$ cat src/rtl/mem_port_arbiter_pkg.sv
// Shared types for mem_port_arbiter: FSM states, grant IDs and bus widths.
// Optional stall counters are enabled by defining ARB_STALL_CNT_EN.
package mem_port_arbiter_pkg;

  localparam int unsigned ADDR_W_DEF = 32;
  localparam int unsigned DATA_W_DEF = 32;
  localparam int unsigned BSEL_W     = 4;

  localparam logic [BSEL_W-1:0] BSEL_ALL = '1;

  typedef enum logic [1:0] {
    ARB_IDLE  = 2'd0,
    ARB_GNT_D = 2'd1,
    ARB_GNT_I = 2'd2,
    ARB_RESP  = 2'd3
  } arb_state_t;

  typedef enum logic {
    GNT_IF = 1'b0,
    GNT_D  = 1'b1
  } grant_t;

endpackage

$ cat src/rtl/mem_port_arbiter_stall_counter.sv
// Saturating enable-driven cycle counter, used for stall statistics.
// Present only when ARB_STALL_CNT_EN is defined.
`ifdef ARB_STALL_CNT_EN
module mem_port_arbiter_stall_counter #(
  parameter int unsigned WIDTH = 32
) (
  input  logic             clk,
  input  logic             rst,
  input  logic             en,
  output logic [WIDTH-1:0] count
);

  always_ff @(posedge clk or posedge rst) begin
    if (rst) begin
      count <= '0;
    end else if (en && (count != '1)) begin
      count <= count + WIDTH'(1);
    end
  end

endmodule
`endif

$ cat src/rtl/mem_port_arbiter.sv
// Serialises IF fetches and MEM-stage loads/stores onto one single-port memory.
// Defining ARB_STALL_CNT_EN adds per-requester saturating stall-cycle counters.
module mem_port_arbiter
  import mem_port_arbiter_pkg::*;
#(
  parameter int unsigned ADDR_W = ADDR_W_DEF,
  parameter int unsigned DATA_W = DATA_W_DEF
) (
  input  logic              clk,
  input  logic              rst,
  input  logic              if_req,
  input  logic              if_flush,
  input  logic [ADDR_W-1:0] if_addr,
  output logic [DATA_W-1:0] if_rdata,
  output logic              if_done,
  output logic              if_stall,
  input  logic              d_re,
  input  logic              d_we,
  input  logic [ADDR_W-1:0] d_addr,
  input  logic [DATA_W-1:0] d_wdata,
  input  logic [BSEL_W-1:0] d_byte_slct,
  output logic [DATA_W-1:0] d_rdata,
  output logic              d_done,
  output logic              d_stall,
`ifdef ARB_STALL_CNT_EN
  output logic [31:0]       if_stall_cnt,
  output logic [31:0]       d_stall_cnt,
`endif
  output logic              mem_req,
  output logic              mem_we,
  output logic [ADDR_W-1:0] mem_addr,
  output logic [DATA_W-1:0] mem_wdata,
  output logic [BSEL_W-1:0] mem_byte_slct,
  input  logic [DATA_W-1:0] mem_rdata,
  input  logic              mem_ready
);

  arb_state_t        state, state_nxt;
  grant_t            last_grant, last_grant_nxt;
  logic              flushed, flushed_nxt;
  logic              mem_req_nxt, mem_we_nxt;
  logic [ADDR_W-1:0] mem_addr_nxt;
  logic [DATA_W-1:0] mem_wdata_nxt;
  logic [BSEL_W-1:0] mem_byte_slct_nxt;
  logic [DATA_W-1:0] if_rdata_nxt, d_rdata_nxt;
  logic              if_done_nxt, d_done_nxt;
  logic              d_cand, i_cand;

  assign d_cand   = d_re | d_we;
  assign i_cand   = if_req & ~if_flush;
  assign if_stall = if_req & ~if_done;
  assign d_stall  = d_cand & ~d_done;

  // Next-state and registered-output logic
  always_comb begin
    state_nxt         = state;
    last_grant_nxt    = last_grant;
    flushed_nxt       = flushed;
    mem_req_nxt       = 1'b0;
    mem_we_nxt        = mem_we;
    mem_addr_nxt      = mem_addr;
    mem_wdata_nxt     = mem_wdata;
    mem_byte_slct_nxt = mem_byte_slct;
    if_rdata_nxt      = if_rdata;
    d_rdata_nxt       = d_rdata;
    if_done_nxt       = 1'b0;
    d_done_nxt        = 1'b0;

    unique case (state)
      ARB_IDLE: begin
        flushed_nxt = 1'b0;
        // Data wins unless it was granted last time and a fetch is waiting
        if (d_cand && !((last_grant == GNT_D) && i_cand)) begin
          state_nxt         = ARB_GNT_D;
          last_grant_nxt    = GNT_D;
          mem_req_nxt       = 1'b1;
          mem_we_nxt        = d_we;
          mem_addr_nxt      = d_addr;
          mem_wdata_nxt     = d_we ? d_wdata : '0;
          mem_byte_slct_nxt = d_we ? d_byte_slct : BSEL_ALL;
        end else if (i_cand) begin
          state_nxt         = ARB_GNT_I;
          last_grant_nxt    = GNT_IF;
          mem_req_nxt       = 1'b1;
          mem_we_nxt        = 1'b0;
          mem_addr_nxt      = if_addr;
          mem_wdata_nxt     = '0;
          mem_byte_slct_nxt = BSEL_ALL;
        end
      end
      ARB_GNT_D: begin
        if (mem_ready) begin
          state_nxt   = ARB_RESP;
          d_rdata_nxt = mem_rdata;
          d_done_nxt  = 1'b1;
        end else begin
          mem_req_nxt = 1'b1;
        end
      end
      ARB_GNT_I: begin
        // A flush seen at any point of the access suppresses its done pulse
        flushed_nxt = flushed | if_flush;
        if (mem_ready) begin
          state_nxt    = ARB_RESP;
          if_rdata_nxt = mem_rdata;
          if_done_nxt  = ~(flushed | if_flush);
        end else begin
          mem_req_nxt = 1'b1;
        end
      end
      ARB_RESP: begin
        state_nxt = ARB_IDLE;
      end
      default: begin
        state_nxt = ARB_IDLE;
      end
    endcase
  end

  always_ff @(posedge clk or posedge rst) begin
    if (rst) begin
      state         <= ARB_IDLE;
      last_grant    <= GNT_IF;
      flushed       <= 1'b0;
      mem_req       <= 1'b0;
      mem_we        <= 1'b0;
      mem_addr      <= '0;
      mem_wdata     <= '0;
      mem_byte_slct <= '0;
      if_rdata      <= '0;
      d_rdata       <= '0;
      if_done       <= 1'b0;
      d_done        <= 1'b0;
    end else begin
      state         <= state_nxt;
      last_grant    <= last_grant_nxt;
      flushed       <= flushed_nxt;
      mem_req       <= mem_req_nxt;
      mem_we        <= mem_we_nxt;
      mem_addr      <= mem_addr_nxt;
      mem_wdata     <= mem_wdata_nxt;
      mem_byte_slct <= mem_byte_slct_nxt;
      if_rdata      <= if_rdata_nxt;
      d_rdata       <= d_rdata_nxt;
      if_done       <= if_done_nxt;
      d_done        <= d_done_nxt;
    end
  end

`ifdef ARB_STALL_CNT_EN
  mem_port_arbiter_stall_counter #(.WIDTH(32)) u_if_stall_cnt (
    .clk   (clk),
    .rst   (rst),
    .en    (if_stall),
    .count (if_stall_cnt)
  );

  mem_port_arbiter_stall_counter #(.WIDTH(32)) u_d_stall_cnt (
    .clk   (clk),
    .rst   (rst),
    .en    (d_stall),
    .count (d_stall_cnt)
  );
`endif

endmodule

$ cat config.mk
export PLATFORM = sky130hd
export DESIGN_NAME = mem_port_arbiter
export DESIGN_NICKNAME = d
export VERILOG_FILES = /design/src/rtl/mem_port_arbiter_pkg.sv /design/src/rtl/mem_port_arbiter_stall_counter.sv /design/src/rtl/mem_port_arbiter.sv
export SDC_FILE = /design/constraint.sdc
export NUM_CORES = 1
export LEC_CHECK = 0
export ABC_AREA = 1
export BUFFER_PORTS_ARGS = -buffer_cell sky130_fd_sc_hd__clkbuf_2
export CAP_MARGIN = 40
export CORE_ASPECT_RATIO = 0.7
export CORE_MARGIN = 2
export CORE_UTILIZATION = 40
export DETAILED_ROUTE_END_ITERATION = 10
export PLACE_DENSITY_LB_ADDON = 0.25
export RECOVER_POWER = 25
export SLEW_MARGIN = 10
export SYNTH_ARGS = -nofsm -noshare
export SYNTH_HDL_FRONTEND = slang
export SYNTH_SLANG_ARGS = --single-unit
$ cat constraint.sdc
create_clock -name clk -period 5.4 [get_ports clk]
set_input_delay 0 -clock clk [delete_from_list [all_inputs] [get_ports clk]]
set_output_delay 0 -clock clk [all_outputs]
set_load 0.01 [all_outputs]
Word-level counts from Yosys, hierarchy flattened
Index checks and enable logic that the tools add are counted.
Widths: inputs -> output; s select.
{"block": "totals", "wordCells": 61, "reg_bits": 140, "output_inout_bits": 138, "in_bits": 139}
{"block": "classes", "muxes": 24, "bitwise_logic": 9, "reduce_logical": 11, "eq_ne": 5}
{"cell": "$mux 32", "count": 5}
{"cell": "$mux 4", "count": 3}
{"cell": "$mux 1", "count": 10}
{"cell": "$reduce_and 2->1", "count": 4}
{"cell": "$mux 2", "count": 3}
{"cell": "$pmux 2 s3", "count": 1}
{"cell": "$eq 2x2->1 const B", "count": 2}
{"cell": "$not 1->1", "count": 4}
{"cell": "$pmux 1 s2", "count": 2}
{"cell": "$reduce_bool 2->1", "count": 2}
{"cell": "$and 1x1->1", "count": 3}
{"cell": "$ne 3x3->1 const B", "count": 1}
{"cell": "$eq 2x1->1 const B", "count": 1}
{"cell": "$logic_and 1x1->1", "count": 2}
{"cell": "$logic_not 2->1", "count": 1}
{"cell": "$ne 2x1->1 const B", "count": 1}
{"cell": "$or 1x1->1", "count": 2}
{"cell": "$reduce_or 2->1", "count": 1}
{"cell": "$logic_not 1->1", "count": 1}

Depth between registers and ports, before layout
Gate-level depths: netlist of run 1.
{"block": "depth", "word_depth": 7, "ltp_mapped": 8, "mapped_depth_nobuf": 7}

Least setup slack after synthesis of run 1
No wires, ideal clock.
{"block": "synth_path", "kind": "register to register", "from": "reg state[0]", "to": "reg if_rdata[17]", "stages_incl_launch_ff": 8, "path_buffers": 2, "slack_ns": 4.048, "setup_ns": 0.083, "t_arrival_ns": 1.270, "cell_sequence": "dfrtp_1 > inv_1 > ha_1 > nand2_1 > buf_2 > clkbuf_1 > nand2_1 > o21ai_0"}
{"block": "synth_between", "elab_chain_len": 2}
{"item": "start: declaration", "line": "mem_port_arbiter.sv:38", "source": "arb_state_t state, state_nxt;"}
{"item": "start signal: assignment", "line": "mem_port_arbiter.sv:135", "source": "state <= state_nxt;"}
{"item": "$eq 2x2->1", "line": "mem_port_arbiter.sv:69", "source": "unique case (state)"}
{"item": "$reduce_and 2->1 (no line)"}
{"item": "end signal: assignment", "line": "mem_port_arbiter.sv:143", "source": "if_rdata <= if_rdata_nxt;"}
{"item": "end: declaration", "line": "mem_port_arbiter.sv:14", "source": "output logic [DATA_W-1:0] if_rdata,"}
No other way between the ends.
A chain may end at the register's enable or synchronous reset.

==> summary.txt, run 1 <==
Die W - 150 µm
most frequent cells after synthesis - nand2_1, dfrtp_1, inv_1, o21ai_0, nand3_1
Tcrit/Tclk final - 46.9%
WS Path Type - primary input to asynchronous set/reset pin
GRT Util Overall - 22.3%
r2r worst-path depth - 7
biggest cell delay along the critical path - 1.59 ns
Netlist Area Pre-Place - 5990 µm²
Via density - 4.61
WL/cell - 13.7 µm
Synth Area in Compound Gates - 5.68%
Initial Util - 40.8%
Net Sw Power - 1.80 mW
Tmin final - 2.53 ns
Post-Synth Simple-Gate Area - 26.4%
Cell Int Power - 2.97 mW
Setup crit start kind - primary input
Worst Hold Depth - 6
Design Area, Final - 9390 µm²
Syn-to-layout area delta - 56.7%
Final Non-Filler Cells - 1296
Ys Warns - 0
largest buffer count on any clock path - 2
sequential share of the synthesized area - 58.5%
Switching Share - 37.8%
Post-Place Setup Slack - 3.61 ns
sequential share of power - 37.4%
Ports - 277
Clk pin slew, worst setup/hold paths - 0.06 ns
Hold Path Class - primary input to flop
Synth Area in XOR/XNOR - 0%
Synth area leaders - dfrtp_1, nand2_1, o21ai_0
DRC - 0
CTS Buf Count - 17
placed insts - 1130
FP Rows - 37
Tightest Pin Transition - 2.84 ns
vias in the first global route - 5966
adder-cell share of the synthesized area - 1.04%
endpoints failing hold - 0
Post-DP HPWL - 11.3 mm
first-pass GRT wire length - 28.3 mm
VDD IR max - 0.219 mV
pin count of the biggest net entering global routing - 69
cell taking the most area after synthesis - dfrtp_1
number of synthesized register bits - 140
cell with the most instances after synthesis - nand2_1
layout cells sized above 1 - 25.8%
routability cong. - 0.800
clock sinks - 140
Final Max Slew Viols - 67
Mapped Nets - 836
Pleak - 5.09 nW
initial antenna violation count - 0
Worst Path Required - 5.96 ns
number of synthesized flops with an enable pin - 0
failing checks - capacitance limit, slew limit
mean post-synth cell area - 8.66 µm²
crit path capture type - asynchronous set/reset pin
arrival time at the worst endpoint - 3.10 ns
ys async rst share - 100%
Worst Clk Skew - 0.00940 ns
CP Buf/Inv Count - 5
Die ar. - 16000 µm²
delay-heaviest family, CP - buffers and inverters
Power Dens Cells - 509 nW/µm²
final wirelength - 17.8 mm
clk root buf - clkbuf_16
post-route setup TNS - 0 ns
Final setup violation count - 0
Layout Nets - 1233
Iter 0 DRT Violations - 286
post-route ant nets - 0
number of diodes - 0
Primary FF master, synth - dfrtp_1
height of the chip - 106 µm
grt ovf - 0
status - complete, but fails checks
hold slack - 0.0832 ns
final core occ - 64.0%
power after layout - 4.78 mW
core area - 14700 µm²
Worst slew margin - -90.6%
crit-path max FO - 66
Worst Slack Setup Final - 2.87 ns
crit-path cells - dlygate4sd3_1 > clkbuf_2 > clkinvlp_2 > buf_4 > buf_16
Clock power frac - 23.8%
Mapped Cells - 692
detailed-route via count - 5969
Max Cap Viol - 1
dpl cell area - 7510 µm²
CTS tree - done
Initial DRT Pass Iterations - 5
critical path depth - 5
mux cell area share after synthesis - 0%
RSZ-0062 raised after global routing - no
main combinational cell family by area after synthesis - simple AND/OR/NAND/NOR gates
CTS H-Tree Depth - 4
Logic pwr share - 38.8%
clock latency on the worst-skew pair - 0.40 ns
IO buf count - 276
Peak Freq - 0.395 GHz
post-synthesis cell type count - 18
slowest stage cell, crit path - clkinvlp_2
post-synth top area share - 58.5%
## sequential cells by signal, indices dropped and copies added (netlist names)
register / cells
mem_wdata: 32
state: 2
mem_req: 1
if_rdata: 32
mem_we: 1
if_done: 1
flushed: 1
d_rdata: 32
last_grant: 1
mem_addr: 32
d_done: 1
mem_byte_slct: 4
## placed cells by master (no fill, tap or decap), drive strengths merged
cell type / n
ha: 5
nand3b: 32
clkbuf: 295
nor2: 15
a21oi: 1
dfrtp: 140
buf: 7
dlygate4sd3: 135
bufinv: 2
clkinv: 3
o21ai: 67
nand2: 247
inv: 80
nand3: 67
nor3: 1
clkinvlp: 4
## worst min-delay path, stage by stage
cell      delay [ns]
clkbuf_2        0.10
nor2_4          0.05
nand3_1         0.08
nand2_1         0.09
nand2_1         0.07
nand2_1         0.05
## cell families after synthesis
family          after synthesis
flops                       140
compound gates               68
simple gates                362
buf+inv                     117
fa+ha+maj                     5
## timing repair
| action | CTS | global route |
|---|---|---|
| gates resized for setup | 0 | 0 |
| hold buffers | 135 | 0 |
| endpoints found under the hold margin | 200 | 0 |
| setup buffers | 0 | 0 |
| endpoints found under the setup margin | 0 | 0 |
## layout make-up
class	instances	area (µm²)
multi-input combinational	435	1990
sequential	140	3500
fill	1244	5290
clock inverter	12	136
timing repair buffer	418	2780
inverter	77	290
tap	195	244
clock buffer	19	443
## worst paths after layout
| check | to | from | slack [ns] |
|---|---|---|---|
| max | state[1] | rst | 2.87 |
| min | state[0] | d_re | 0.08 |
| max reg2reg | mem_addr[2] | state[0] | 3.14 |
| min reg2reg | if_done | flushed | 0.46 |
| max in group clk | mem_addr[2] | state[0] | 3.14 |
| min in group asynchronous | d_rdata[11] | rst | 0.93 |
## power groups by stage
stage / clock network [mW] / logic, mW / registers (mW)
2_1_floorplan: 0 / 0.791 / 1.98
3_3_place_gp: 0 / 1.66 / 1.79
3_5_place_dp: 0 / 1.72 / 1.79
4_1_cts: 1.16 / 1.88 / 1.78
5_1_grt: 1.22 / 2.08 / 1.84
6_report: 1.14 / 1.85 / 1.79
## metal layers
metal / up-vias / track usage (%) / part of all wire (%)
met5: - / 0 / 0
met4: 0 / 9.91 / 3.2
met3: 47 / 5.28 / 5.9
met2: 229 / 35.6 / 47
met1: 2746 / 28.8 / 44
li1: 2947 / - / -
(Power assumes the default switching activity.)
==> run 2, diff against run 1 <==
==> constraint.sdc (replaced) <==
create_clock -name clk -period 2.55 [get_ports clk]
set_input_delay 0 -clock clk [delete_from_list [all_inputs] [get_ports clk]]
set_output_delay 0 -clock clk [all_outputs]
set_load 0.01 [all_outputs]
==> run 2 against run 1 <==
  * The run still ends with capacitance limit, slew limit left
  * First-iteration DRC count is 33% higher
  * Sequential share of layout area is 0.24 points higher
  * Global-route usage is 0.84 points higher
  * Clock power is 100% higher
  * Sequential cell count stayed put
  * Highest routed layer unchanged
==> summary.txt, run 2 (synthesis results as in run 1) <==
Initial Util - 40.8%
first-pass GRT wire length - 29.3 mm
Pleak - 4.98 nW
IO buf count - 276
Hold Crit Start - d_re
Layout Nets - 1235
CTS Buf Count - 17
status - complete, but fails checks
Tmin final - 2.19 ns
DRC - 0
Power Dens Cells - 1060 nW/µm²
Worst Hold Depth - 6
WS Path Type - flop to flop
most common cell after layout, fill and taps aside - nand2_1
post-CTS setup buffer count - 0
RSZ-0062 raised after global routing - no
vias in the first global route - 6037
FF-to-FF setup slack - 0.36 ns
Ports - 277
crit-path max FO - 36
Worst Clk Skew - 0.00939 ns
Iter 0 DRT Violations - 381
met2 wire length - 8.72 mm
CTS H-Tree Depth - 4
routed wl met3 - 1.04 mm
number of diodes - 0
Die W - 150 µm
FP Rows - 37
# hold bufs at CTS - 135
Tightest Pin Transition - 1.56 ns
Via density - 4.61
Die ar. - 16000 µm²
CTS tree - done
most frequent cells in the layout - nand2_1, clkbuf_2, dfrtp_1, dlygate4sd3_1
clock sinks - 140
clock latency on the worst-skew pair - 0.41 ns
height of the chip - 106 µm
Worst Path Required - 2.89 ns
post-route setup TNS - 0 ns
WL/cell - 14.0 µm
Clk pin slew, worst setup/hold paths - 0.06 ns
WL met1 - 7.90 mm
Worst slew margin - -4.71%
Hold Path Class - primary input to flop
capturing point of the worst reg2reg path - mem_addr[26]
detailed-route via count - 5984
pin count of the biggest net entering global routing - 69
post-route ant nets - 0
Post-DP HPWL - 11.4 mm
crit path capture type - flop
Tcrit/Tclk final - 85.9%
Peak Freq - 0.456 GHz
Setup crit start kind - flop
core area - 14700 µm²
crit path launch - state[0]
final wirelength - 18.2 mm
arrival time at the worst endpoint - 2.53 ns
endpoints failing hold - 0
Final Max Slew Viols - 32
Syn-to-layout area delta - 55.7%
layout cells sized above 1 - 22.9%
initial antenna violation count - 0
hold slack - 0.0530 ns
Max Cap Viol - 1
FILL cells - 1279
reg-to-reg startpoint - state[0]
Final setup violation count - 0
r2r worst-path depth - 7
largest buffer count on any clock path - 2
routability cong. - 0.781
Worst Hold End - state[0]
grt ovf - 0
VDD IR max - 0.500 mV
clk root buf - clkbuf_16
failing checks - capacitance limit, slew limit
Initial DRT Pass Iterations - 6
highest routed layer - met4
GRT Util Overall - 23.1%
Post-CTS Resized - 0
[run 2: cell types whose count changed in the layout (fill, tap and decap cells not counted), sizes merged]
cell    change
buf         +2
clkinv      +2
clkbuf      -2
bufinv      -1
[run 2: worst max-delay path: stages, from the launching register on]
cell	delay [ns]
dfrtp_1	0.41
inv_1	0.11
ha_1	0.23
nand2_2	0.08
inv_2	0.46
nand3_1	0.16
dlygate4sd3_1	0.62
nand2_1	0.06
[run 2: routing by layer]
metal / vias to the layer above / global-route usage, %
li1: 2958 / -
met1: 2770 / 30.0
met2: 210 / 36.6
met3: 46 / 5.79
met4: 0 / 10.2
met5: - / 0
[run 2: layout make-up]
class	count	area [µm²]	share of cell area (%)
clock buffer	17	425	4.56
clock inverter	13	116	1.25
inverter	77	290	3.11
multi-input combinational	435	1990	21.3
sequential	140	3500	37.6
tap	195	244	2.62
timing repair buffer	420	2760	29.6
[run 2: worst max path at each step]
stage	slack (ns)	end	depth (start not counted)
2_1_floorplan	0.80	d_done	1
3_3_place_gp	0.84	mem_wdata[20]	7
3_5_place_dp	0.79	mem_wdata[24]	7
4_1_cts	0.33	mem_addr[2]	7
5_1_grt	0.15	mem_addr[26]	7
6_report	0.36	mem_addr[26]	7
[run 2: power by group]
part / internal (mW) / switching, mW / leakage [nW] / total (mW)
clock network: 1.34 / 0.958 / 0.262 / 2.29
logic: 1.55 / 2.32 / 2.97 / 3.87
registers: 3.22 / 0.549 / 1.75 / 3.77
total: 6.11 / 3.83 / 4.98 / 9.93
[run 2: through the flow]
stage               instance area (µm²)  power [mW]  utilization, %  setup slack, ns  std cells
floorplan                          6000        5.87               -            0.801        692
global placement                   7530        7.35            51.3            0.841       1132
detailed placement                 7530        7.43            51.3            0.793       1132
CTS                                9420        10.1            64.2            0.331       1297
global route                       9330        10.7            63.6            0.147       1297
finish                             9330        9.93            63.6            0.359       1297
